$ cat config.mk
export PLATFORM = sky130hd
export DESIGN_NAME = hilo_unit
export DESIGN_NICKNAME = d
export VERILOG_FILES = /design/src/rtl/hilo_unit.sv
export SDC_FILE = /design/constraint.sdc
export NUM_CORES = 1
export LEC_CHECK = 0
export BUFFER_PORTS_ARGS = -buffer_cell sky130_fd_sc_hd__buf_2
export CAP_MARGIN = 5
export CORE_MARGIN = 4
export CORE_UTILIZATION = 55
export DETAILED_ROUTE_END_ITERATION = 7
export PLACE_DENSITY_LB_ADDON = 0.1
export SLEW_MARGIN = 20
export SYNTH_ARGS = -nofsm -noshare
export SYNTH_HDL_FRONTEND = slang
export SYNTH_SLANG_ARGS = --single-unit
$ cat constraint.sdc
create_clock -name clk -period 11.4 [get_ports clk]
set_input_delay 1.71 -clock clk [delete_from_list [all_inputs] [get_ports clk]]
set_output_delay 1.71 -clock clk [all_outputs]
set_load 0.02 [all_outputs]
$ cat src/rtl/hilo_unit.sv
// HI/LO result registers fed by an external shift-add multiplier: magnitudes in, sign fixed on the way back.
// start -> LOAD next cycle -> WAIT until mul_dne (ignored in the first WAIT cycle) or TIMEOUT; start while busy is dropped.
module hilo_unit #(
  parameter int unsigned TIMEOUT = 40
) (
  input  logic        clk,
  input  logic        rst,
  input  logic        start,
  input  logic        sgn,
  input  logic [31:0] op_a,
  input  logic [31:0] op_b,
  input  logic        hi_we,
  input  logic        lo_we,
  input  logic [31:0] wdata,
  output logic [31:0] hi,
  output logic [31:0] lo,
  output logic        busy,
  output logic        done,
  output logic        err,
  output logic [31:0] mul_a,
  output logic [31:0] mul_b,
  output logic        mul_ena,
  output logic        mul_rst,
  input  logic [63:0] mul_p,
  input  logic        mul_dne
);

  localparam int CW = $clog2(TIMEOUT + 1);

  typedef enum logic [1:0] {IDLE = 2'd0, LOAD = 2'd1, WAIT = 2'd2} state_t;

  state_t      state_q;
  logic [31:0] hi_q, lo_q, mul_a_q, mul_b_q;
  logic        busy_q, done_q, err_q, ena_q, mrst_q, neg_q;
  logic [CW-1:0] cnt_q;

  logic [31:0] mag_a_d, mag_b_d;
  logic [63:0] res_d;
  logic        dne_ok_d, tmo_d;

  // 0x80000000 negates to itself, which is the correct unsigned magnitude.
  assign mag_a_d  = (sgn && op_a[31]) ? (~op_a + 32'd1) : op_a;
  assign mag_b_d  = (sgn && op_b[31]) ? (~op_b + 32'd1) : op_b;
  assign res_d    = neg_q ? (~mul_p + 64'd1) : mul_p;
  assign dne_ok_d = (cnt_q != '0) && mul_dne;
  assign tmo_d    = (cnt_q == CW'(TIMEOUT - 1));

  always_ff @(posedge clk or posedge rst) begin
    if (rst) begin
      state_q <= IDLE;
      hi_q    <= '0;
      lo_q    <= '0;
      mul_a_q <= '0;
      mul_b_q <= '0;
      busy_q  <= 1'b0;
      done_q  <= 1'b0;
      err_q   <= 1'b0;
      ena_q   <= 1'b0;
      mrst_q  <= 1'b0;
      neg_q   <= 1'b0;
      cnt_q   <= '0;
    end else begin
      done_q <= 1'b0;
      case (state_q)
        IDLE: begin
          if (start) begin
            mul_a_q <= mag_a_d;
            mul_b_q <= mag_b_d;
            neg_q   <= sgn & (op_a[31] ^ op_b[31]);
            err_q   <= 1'b0;
            busy_q  <= 1'b1;
            ena_q   <= 1'b1;
            mrst_q  <= 1'b1;
            cnt_q   <= '0;
            state_q <= LOAD;
          end else begin
            if (hi_we) hi_q <= wdata;
            if (lo_we) lo_q <= wdata;
          end
        end
        LOAD: begin
          mrst_q  <= 1'b0;
          cnt_q   <= '0;
          state_q <= WAIT;
        end
        WAIT: begin
          // cnt_q holds the number of WAIT cycles already elapsed.
          if (dne_ok_d) begin
            {hi_q, lo_q} <= res_d;
            done_q  <= 1'b1;
            busy_q  <= 1'b0;
            ena_q   <= 1'b0;
            state_q <= IDLE;
          end else if (tmo_d) begin
            err_q   <= 1'b1;
            busy_q  <= 1'b0;
            ena_q   <= 1'b0;
            state_q <= IDLE;
          end else begin
            cnt_q <= cnt_q + CW'(1);
          end
        end
        default: begin
          busy_q  <= 1'b0;
          ena_q   <= 1'b0;
          mrst_q  <= 1'b0;
          state_q <= IDLE;
        end
      endcase
    end
  end

  assign hi      = hi_q;
  assign lo      = lo_q;
  assign busy    = busy_q;
  assign done    = done_q;
  assign err     = err_q;
  assign mul_a   = mul_a_q;
  assign mul_b   = mul_b_q;
  assign mul_ena = ena_q;
  assign mul_rst = mrst_q;

endmodule

==> report_table.html, run 1 <==
<table>
<tr><th>Metric</th><th>Value</th></tr>
<tr><th colspan="2">STA</th></tr>
<tr><td>Worst slew pin tran</td><td>1.04 ns</td></tr>
<tr><td>Normalized max-slew margin</td><td>31.0%</td></tr>
<tr><td>Hold Fails Final Rpt</td><td>0</td></tr>
<tr><td>Count of final max-slew check failures</td><td>0</td></tr>
<tr><td>Setup repair after global routing missed its margin</td><td>no</td></tr>
<tr><td>Highest clock rate</td><td>0.230 GHz</td></tr>
<tr><td>Final sum of negative setup slack</td><td>0 ns</td></tr>
<tr><td>Period minus WS final</td><td>4.34 ns</td></tr>
<tr><td>Share of the clock period used by the worst path</td><td>38.1%</td></tr>
<tr><td>Worst hold slack</td><td>0.473 ns</td></tr>
<tr><td>Number of failing setup endpoints in the final timing report</td><td>0</td></tr>
<tr><td>Final worst clock skew</td><td>0.00638 ns</td></tr>
<tr><th colspan="2">Floorplanning</th></tr>
<tr><td>Core area</td><td>15200 µm²</td></tr>
<tr><td>Full die area</td><td>17500 µm²</td></tr>
<tr><td>Starting utilization of the core area</td><td>56.0%</td></tr>
<tr><td>Die boundary height</td><td>132 µm</td></tr>
<tr><td>I/O Pins</td><td>300</td></tr>
<tr><td>Floorplan die width</td><td>132 µm</td></tr>
<tr><td>Site Rows</td><td>45</td></tr>
<tr><th colspan="2">Power and ir drop</th></tr>
<tr><td>Peak supply drop</td><td>0.135 mV</td></tr>
<tr><td>Power Internal</td><td>1.55 mW</td></tr>
<tr><td>Switching share of power</td><td>43.8%</td></tr>
<tr><td>Sequential share of power</td><td>32.9%</td></tr>
<tr><td>Static leakage</td><td>4.82 nW</td></tr>
<tr><td>Portion of total power attributed to the clock network</td><td>21.3%</td></tr>
<tr><td>PwrDens</td><td>258 nW/µm²</td></tr>
<tr><td>Net Switching</td><td>1.21 mW</td></tr>
<tr><td>Proportion of power drawn by combinational gates</td><td>45.8%</td></tr>
<tr><th colspan="2">Place</th></tr>
<tr><td>Count of input and output buffers</td><td>299</td></tr>
<tr><td>Weighted congestion at the end of routability-driven global placement</td><td>0.892</td></tr>
<tr><td>Estimated wirelength of the detail-placed design</td><td>20200 µm</td></tr>
<tr><th colspan="2">Finish</th></tr>
<tr><td>Most common cell after layout, fill and taps aside</td><td>sky130_fd_sc_hd__buf_2</td></tr>
<tr><td>Growth of design area from synthesis to finish</td><td>25.7%</td></tr>
<tr><td>NumNets Final</td><td>1420</td></tr>
<tr><td>Commonest cells after routing, fill and taps aside</td><td>sky130_fd_sc_hd__buf_2 (299), sky130_fd_sc_hd__dfrtp_1 (140), sky130_fd_sc_hd__nand2_1 (129), sky130_fd_sc_hd__o21ai_0 (125), sky130_fd_sc_hd__nor2_1 (76)</td></tr>
<tr><td>Antenna diode count</td><td>0</td></tr>
<tr><td>Core Util, Final</td><td>70.4%</td></tr>
<tr><td>Fraction of layout cells with a size suffix above 1</td><td>28.4%</td></tr>
<tr><th colspan="2">Critical path</th></tr>
<tr><td>Worst Path Arrival</td><td>4.61 ns</td></tr>
<tr><td>Setup Crit Path Kind</td><td>in -&gt; reg</td></tr>
<tr><td>Element type at the critical path end</td><td>register</td></tr>
<tr><td>Critical path startpoint category</td><td>input port</td></tr>
<tr><td>Endpoint required time on the critical path</td><td>11.67 ns</td></tr>
<tr><td>Highest net fanout along the worst path</td><td>45</td></tr>
<tr><th colspan="2">Global route</th></tr>
<tr><td>Total Routing Usage GR</td><td>30.5%</td></tr>
<tr><td>Number of global-route vias before repair</td><td>8188</td></tr>
<tr><td>Maximum number of pins on one net before global-route repair</td><td>126</td></tr>
<tr><td>Leftover overflow at the end of global routing</td><td>0</td></tr>
<tr><td>Global-route wire length before repair</td><td>42900 µm</td></tr>
<tr><td>Initial antenna violation count</td><td>2</td></tr>
<tr><th colspan="2">Clocking</th></tr>
<tr><td>Clock Sink Count</td><td>141</td></tr>
<tr><td>Number of setup buffers added after CTS</td><td>0</td></tr>
<tr><td>CTS H-tree lvls</td><td>4</td></tr>
<tr><td>Number of buffers on the longest clock path</td><td>2</td></tr>
<tr><td># resized after CTS</td><td>0</td></tr>
<tr><td>Root buf cell</td><td>sky130_fd_sc_hd__clkbuf_16</td></tr>
<tr><td>CTS clock-pin slew for the worst setup and hold paths</td><td>0.06 ns</td></tr>
<tr><td>TritonCTS clock tree</td><td>yes</td></tr>
<tr><td>Clock insertion delay at the later pin of the skew report</td><td>0.42 ns</td></tr>
<tr><td>TritonCTS buffer count</td><td>17</td></tr>
<tr><td>CTS Hold Bufs</td><td>0</td></tr>
<tr><th colspan="2">Yosys</th></tr>
<tr><td>Gate count of the mapped netlist</td><td>984</td></tr>
<tr><td>Sequential-to-total area share from yosys stat</td><td>41.5%</td></tr>
<tr><td>Syn avg cell area</td><td>8.65 µm²</td></tr>
<tr><td>Number of nets produced by synthesis</td><td>1156</td></tr>
<tr><td>Flip-flop cell with the highest count after synthesis</td><td>sky130_fd_sc_hd__dfrtp_1</td></tr>
<tr><td>Synthesized flop and latch total</td><td>141</td></tr>
<tr><td>Number of enable-type register cells in the synthesized netlist</td><td>0</td></tr>
<tr><td>Post-synth design cell area</td><td>8510 µm²</td></tr>
<tr><td>Async set-reset flop share out of synthesis</td><td>100%</td></tr>
<tr><td>Yosys warning total</td><td>0</td></tr>
<tr><td>Cell variety after synth</td><td>54</td></tr>
<tr><th colspan="2">Outcome</th></tr>
<tr><td>Run status</td><td>finished clean</td></tr>
<tr><th colspan="2">Drt</th></tr>
<tr><td>Via count of the routed design</td><td>8510</td></tr>
<tr><td>Detailed-route vias per instance</td><td>5.87</td></tr>
<tr><td>Sum of routed wire length over all layers</td><td>27200 µm</td></tr>
<tr><td>Post-route met1 wirelength</td><td>10900 µm</td></tr>
<tr><td>Detailed-routed wire length on met3</td><td>2550 µm</td></tr>
<tr><td>Highest metal layer with signal wires</td><td>met5</td></tr>
<tr><td>Drt initial violations</td><td>674</td></tr>
<tr><td>Number of design rule violations left after detail routing</td><td>0</td></tr>
<tr><td>Per-cell routed wire length</td><td>18.8 µm</td></tr>
<tr><td>Met2 wire length</td><td>12900 µm</td></tr>
<tr><td>Number of iterations in the first detailed-routing pass</td><td>7</td></tr>
<tr><td>Post-DRT Antenna Nets</td><td>0</td></tr>
<tr><th colspan="2">Job</th></tr>
<tr><td>Count of maximum capacitance violations</td><td>0</td></tr>
<tr><th colspan="2">Worst hold path</th></tr>
<tr><td>Hold crit path type</td><td>reg -&gt; reg</td></tr>
</table>
final timing paths:
check	startpoint	end	slack, ns	depth (start not counted)
hold / removal	mul_b[5]$_DFFE_PP0P_	mul_b[5]$_DFFE_PP0P_	0.47	2
min in group asynchronous	rst	cnt_q[5]$_DFFE_PP0P_	1.43	2
max in group asynchronous	rst	mul_b[12]$_DFFE_PP0P_	8.73	3
hold reg to reg	mul_b[5]$_DFFE_PP0P_	mul_b[5]$_DFFE_PP0P_	0.47	2
setup reg to reg	cnt_q[0]$_DFFE_PP0P_	lo[31]$_DFFE_PP0P_	7.28	11
setup / recovery	mul_dne	lo[31]$_DFFE_PP0P_	7.06	9
critical path, stage by stage:
cell and delay [ns]:
sky130_fd_sc_hd__buf_2 0.10, sky130_fd_sc_hd__o21a_1 0.16, sky130_fd_sc_hd__nand2_1 0.60, sky130_fd_sc_hd__inv_1 0.61
sky130_fd_sc_hd__a31oi_4 0.65, sky130_fd_sc_hd__buf_4 0.48, sky130_fd_sc_hd__nor2_1 0.10, sky130_fd_sc_hd__a21oi_1 0.13
sky130_fd_sc_hd__a21oi_1 0.05
area by class of cell:
cell class,instances,area [µm²]
Sequential cell,141,3530
Inverter,21,83.8
Clock inverter,11,168
Clock buffer,21,450
Multi-Input combinational cell,762,4690
Fill cell,1310,4500
Tap cell,188,235
Timing Repair Buffer,305,1540
cells in the mapped netlist (4+ instances only):
master	instances	area share (%)
sky130_fd_sc_hd__or2_2	7	0.51
sky130_fd_sc_hd__buf_1	7	0.31
sky130_fd_sc_hd__o22ai_1	14	1.0
sky130_fd_sc_hd__xnor2_1	52	5.4
sky130_fd_sc_hd__a31oi_1	10	0.74
sky130_fd_sc_hd__mux2i_1	19	2.2
sky130_fd_sc_hd__clkbuf_1	50	2.2
sky130_fd_sc_hd__nand2b_1	6	0.44
sky130_fd_sc_hd__o21ai_2	4	0.41
sky130_fd_sc_hd__o41ai_1	23	2.4
sky130_fd_sc_hd__ha_1	5	0.74
sky130_fd_sc_hd__nor4_1	8	0.59
sky130_fd_sc_hd__o221ai_1	4	0.41
sky130_fd_sc_hd__dfrtp_1	141	41
sky130_fd_sc_hd__nor2_1	77	3.4
sky130_fd_sc_hd__or4_1	28	2.5
sky130_fd_sc_hd__o21ai_0	125	7.4
sky130_fd_sc_hd__a211oi_1	10	0.88
sky130_fd_sc_hd__o31ai_1	31	2.7
sky130_fd_sc_hd__nand2_1	130	5.7
sky130_fd_sc_hd__or3_1	20	1.5
sky130_fd_sc_hd__inv_1	19	0.84
sky130_fd_sc_hd__a221o_1	5	0.59
sky130_fd_sc_hd__nand3_1	9	0.53
sky130_fd_sc_hd__xor2_1	66	6.8
sky130_fd_sc_hd__nor3_1	22	1.3
sky130_fd_sc_hd__a21oi_1	46	2.7
sky130_fd_sc_hd__nand4_1	5	0.37
state kept, by name (all words and copies together) (netlist names):
signal	flops
hi	32
lo	32
mul_a	32
mul_b	32
cnt_q	6
state_q	2
done	1
err	1
mul_ena	1
mul_rst	1
neg_q	1
power by group through the flow:
stage	Sequential [mW]	Combinational [mW]	Clock [mW]
floorplan	1.13	0.585	0
global placement	0.905	1.25	0
detailed placement	0.908	1.27	0
CTS	0.906	1.27	0.594
global route	0.939	1.38	0.620
finish	0.910	1.26	0.588
kinds of logic (layout without fill, tap and decap cells):
kind of cell,Yosys count,in the layout,share of synthesized area (%)
and+or+nand+nor,331,331,18.6
AOI/OAI and AO/OA,289,289,21.0
DFF,141,141,41.5
xor gates and xnor gates,118,118,12.1
buffers and inverters,81,358,3.79
muxes,19,19,2.23
adders and majority gates,5,5,0.735
metrics by stage:
| step | instance area, µm² | power (mW) | setup WS [ns] | cells |
|---|---|---|---|---|
| after floorplan | 8510 | 1.72 | 5.91 | 984 |
| after global placement | 10100 | 2.15 | 6.74 | 1417 |
| after detailed placement | 10100 | 2.18 | 6.73 | 1417 |
| after CTS | 10700 | 2.77 | 7.13 | 1449 |
| after global routing | 10700 | 2.94 | 6.82 | 1449 |
| final | 10700 | 2.76 | 7.06 | 1449 |
routing by layer:
metal / vias up / global-route usage, %
met5: - / 0
met4: 4 / 9.12
met3: 55 / 11.0
met2: 372 / 49.6
met1: 4010 / 38.3
li1: 4069 / -
No activity file was read; power rests on OpenSTA's default activity.
==> run 2: changes to the inputs <==
--- a/config.mk
+++ b/config.mk
@@ -8,7 +8,7 @@
 export BUFFER_PORTS_ARGS = -buffer_cell sky130_fd_sc_hd__buf_2
 export CAP_MARGIN = 5
 export CORE_MARGIN = 4
-export CORE_UTILIZATION = 55
+export CORE_UTILIZATION = 46
 export DETAILED_ROUTE_END_ITERATION = 7
 export PLACE_DENSITY_LB_ADDON = 0.1
 export SLEW_MARGIN = 20
==> constraint.sdc (replaced) <==
create_clock -name clk -period 3.78 [get_ports clk]
set_input_delay 0.567 -clock clk [delete_from_list [all_inputs] [get_ports clk]]
set_output_delay 0.567 -clock clk [all_outputs]
set_load 0.02 [all_outputs]
==> report_table.html, run 2 (synthesis gave the netlist of run 1 again) <==
<table>
<tr><th>Metric</th><th>Value</th></tr>
<tr><th colspan="2">Critical path</th></tr>
<tr><td>Family with the most delay on the worst path</td><td>simple AND/OR/NAND/NOR gates</td></tr>
<tr><td>Highest net fanout along the worst path</td><td>31</td></tr>
<tr><td>Setup Crit Path Kind</td><td>reg -&gt; reg</td></tr>
<tr><td>Element type at the critical path end</td><td>register</td></tr>
<tr><td>Cells along the critical path</td><td>inv_1, ha_1, or3b_2, o21a_1, a22oi_1, or2_2, nor2_1, a221o_1</td></tr>
<tr><td>Slowest cell delay on critical path</td><td>0.63 ns</td></tr>
<tr><td>Endpoint required time on the critical path</td><td>4.09 ns</td></tr>
<tr><td>Number of buffers and inverters on the critical path</td><td>1</td></tr>
<tr><td>Worst Path Arrival</td><td>3.18 ns</td></tr>
<tr><td>Critical path startpoint category</td><td>register</td></tr>
<tr><td>Slowest CP cell</td><td>sky130_fd_sc_hd__or2_2</td></tr>
<tr><th colspan="2">Place</th></tr>
<tr><td>Estimated wirelength of the detail-placed design</td><td>21100 µm</td></tr>
<tr><td>Instance area after placement</td><td>10200 µm²</td></tr>
<tr><td>Count of input and output buffers</td><td>299</td></tr>
<tr><td>Setup slack after placement</td><td>0.534 ns</td></tr>
<tr><td>Weighted congestion at the end of routability-driven global placement</td><td>0.915</td></tr>
<tr><th colspan="2">STA</th></tr>
<tr><td>Worst slew pin tran</td><td>0.915 ns</td></tr>
<tr><td>Hold Fails Final Rpt</td><td>0</td></tr>
<tr><td>Highest clock rate</td><td>0.348 GHz</td></tr>
<tr><td>Period minus WS final</td><td>2.87 ns</td></tr>
<tr><td>Setup repair after global routing missed its margin</td><td>no</td></tr>
<tr><td>Number of failing setup endpoints in the final timing report</td><td>0</td></tr>
<tr><td>Final sum of negative setup slack</td><td>0 ns</td></tr>
<tr><td>PnR worst setup slack</td><td>0.907 ns</td></tr>
<tr><td>Normalized max-slew margin</td><td>39.0%</td></tr>
<tr><td>Count of final max-slew check failures</td><td>0</td></tr>
<tr><td>Final worst clock skew</td><td>0.0112 ns</td></tr>
<tr><td>Worst hold slack</td><td>0.250 ns</td></tr>
<tr><td>Share of the clock period used by the worst path</td><td>76.0%</td></tr>
<tr><th colspan="2">Floorplanning</th></tr>
<tr><td>Floorplan die width</td><td>144 µm</td></tr>
<tr><td>I/O Pins</td><td>300</td></tr>
<tr><td>Starting utilization of the core area</td><td>47.1%</td></tr>
<tr><td>Die boundary height</td><td>144 µm</td></tr>
<tr><td>Site Rows</td><td>49</td></tr>
<tr><td>Full die area</td><td>20700 µm²</td></tr>
<tr><td>Core area</td><td>18100 µm²</td></tr>
<tr><th colspan="2">Outcome</th></tr>
<tr><td>Run status</td><td>finished clean</td></tr>
<tr><th colspan="2">Clocking</th></tr>
<tr><td>Clock insertion delay at the later pin of the skew report</td><td>0.43 ns</td></tr>
<tr><td>CTS H-tree lvls</td><td>4</td></tr>
<tr><td>CTS clock-pin slew for the worst setup and hold paths</td><td>0.06 ns</td></tr>
<tr><td>TritonCTS buffer count</td><td>17</td></tr>
<tr><td># resized after CTS</td><td>0</td></tr>
<tr><td>Clock Sink Count</td><td>141</td></tr>
<tr><td>CTS Hold Bufs</td><td>0</td></tr>
<tr><td>Root buf cell</td><td>sky130_fd_sc_hd__clkbuf_16</td></tr>
<tr><td>Number of buffers on the longest clock path</td><td>2</td></tr>
<tr><td>Number of setup buffers added after CTS</td><td>0</td></tr>
<tr><td>TritonCTS clock tree</td><td>yes</td></tr>
<tr><th colspan="2">Global route</th></tr>
<tr><td>Global-route wire length before repair</td><td>43100 µm</td></tr>
<tr><td>Maximum number of pins on one net before global-route repair</td><td>76</td></tr>
<tr><td>Initial antenna violation count</td><td>4</td></tr>
<tr><td>Leftover overflow at the end of global routing</td><td>0</td></tr>
<tr><td>Total Routing Usage GR</td><td>26.6%</td></tr>
<tr><td>Number of global-route vias before repair</td><td>8015</td></tr>
<tr><th colspan="2">Finish</th></tr>
<tr><td>Fraction of layout cells with a size suffix above 1</td><td>29.0%</td></tr>
<tr><td>Design Area, Final</td><td>10900 µm²</td></tr>
<tr><td>Commonest cells after routing, fill and taps aside</td><td>sky130_fd_sc_hd__buf_2 (299), sky130_fd_sc_hd__dfrtp_1 (140), sky130_fd_sc_hd__nand2_1 (129), sky130_fd_sc_hd__o21ai_0 (125), sky130_fd_sc_hd__nor2_1 (76)</td></tr>
<tr><td>NumNets Final</td><td>1430</td></tr>
<tr><td>Core Util, Final</td><td>60.1%</td></tr>
<tr><td>Growth of design area from synthesis to finish</td><td>27.8%</td></tr>
<tr><td>Most common cell after layout, fill and taps aside</td><td>sky130_fd_sc_hd__buf_2</td></tr>
<tr><th colspan="2">Power and ir drop</th></tr>
<tr><td>Peak supply drop</td><td>0.360 mV</td></tr>
<tr><td>Static leakage</td><td>4.89 nW</td></tr>
<tr><td>PwrDens</td><td>772 nW/µm²</td></tr>
<tr><th colspan="2">Drt</th></tr>
<tr><td>Drt initial violations</td><td>516</td></tr>
<tr><td>Post-DRT Antenna Nets</td><td>0</td></tr>
<tr><td>Number of design rule violations left after detail routing</td><td>0</td></tr>
<tr><td>Detailed-route vias per instance</td><td>5.60</td></tr>
<tr><td>Number of iterations in the first detailed-routing pass</td><td>7</td></tr>
<tr><td>Sum of routed wire length over all layers</td><td>28200 µm</td></tr>
<tr><td>Per-cell routed wire length</td><td>18.8 µm</td></tr>
<tr><td>Via count of the routed design</td><td>8415</td></tr>
<tr><th colspan="2">Worst hold path</th></tr>
<tr><td>Hold crit path type</td><td>in -&gt; async</td></tr>
<tr><th colspan="2">Job</th></tr>
<tr><td>Count of maximum capacitance violations</td><td>0</td></tr>
</table>
run 2: cell count changes in the layout (fill, tap and decap cells not counted), sizes merged:
cell	previous run	this run
clkbuf	21	22
inv	19	18
buf	305	315
diode	0	3
clkinv	7	6
clkinvlp	2	3
run 2: stage by stage:
step	power [mW]	instances
after CTS	8.45	1500
final	8.40	1503
after floorplan	5.18	984
after global placement	6.56	1468
after global routing	8.98	1503
after detailed placement	6.63	1468
run 2: routing by layer:
metal	track usage, %	share of wire [%]	vias up
met4	9.76	2.5	2
met1	34.0	41	3909
met2	42.7	47	371
met5	0	0.071	-
met3	8.33	9.1	46
li1	-	-	4087
run 2: layout make-up:
class                           count  area, µm²
Fill cell                        1661       7210
Multi-Input combinational cell    762       4690
Sequential cell                   141       3530
Timing Repair Buffer              315       1650
Clock buffer                       22        464
Tap cell                          229        287
Clock inverter                     10        163
Inverter                           21       82.6
Antenna cell                        3       7.51
run 2: path summary, 6_finish.rpt:
check / from / cells after the start / slack [ns] / to
setup / recovery: cnt_q[1]$_DFFE_PP0P_ / 8 / 0.91 / hi[15]$_DFFE_PP0P_
hold / removal: rst / 3 / 0.25 / mul_a[15]$_DFFE_PP0P_
setup reg to reg: cnt_q[1]$_DFFE_PP0P_ / 8 / 0.91 / hi[15]$_DFFE_PP0P_
hold reg to reg: lo[3]$_DFFE_PP0P_ / 2 / 0.47 / lo[3]$_DFFE_PP0P_
max in group asynchronous: rst / 3 / 3.15 / hi[1]$_DFFE_PP0P_
min in group clk: op_b[31] / 3 / 0.40 / mul_b[31]$_DFFE_PP0P_
run 2: where the power goes:
part / internal, mW / switching [mW]
combinational: 1.38 / 2.48
clock: 1.14 / 0.670
sequential: 2.21 / 0.524
run 2: tightest hold or removal path: stages:
cell and delay [ns]:
sky130_fd_sc_hd__buf_2 0.11, sky130_fd_sc_hd__clkinvlp_4 0.10, sky130_fd_sc_hd__buf_12 0.31
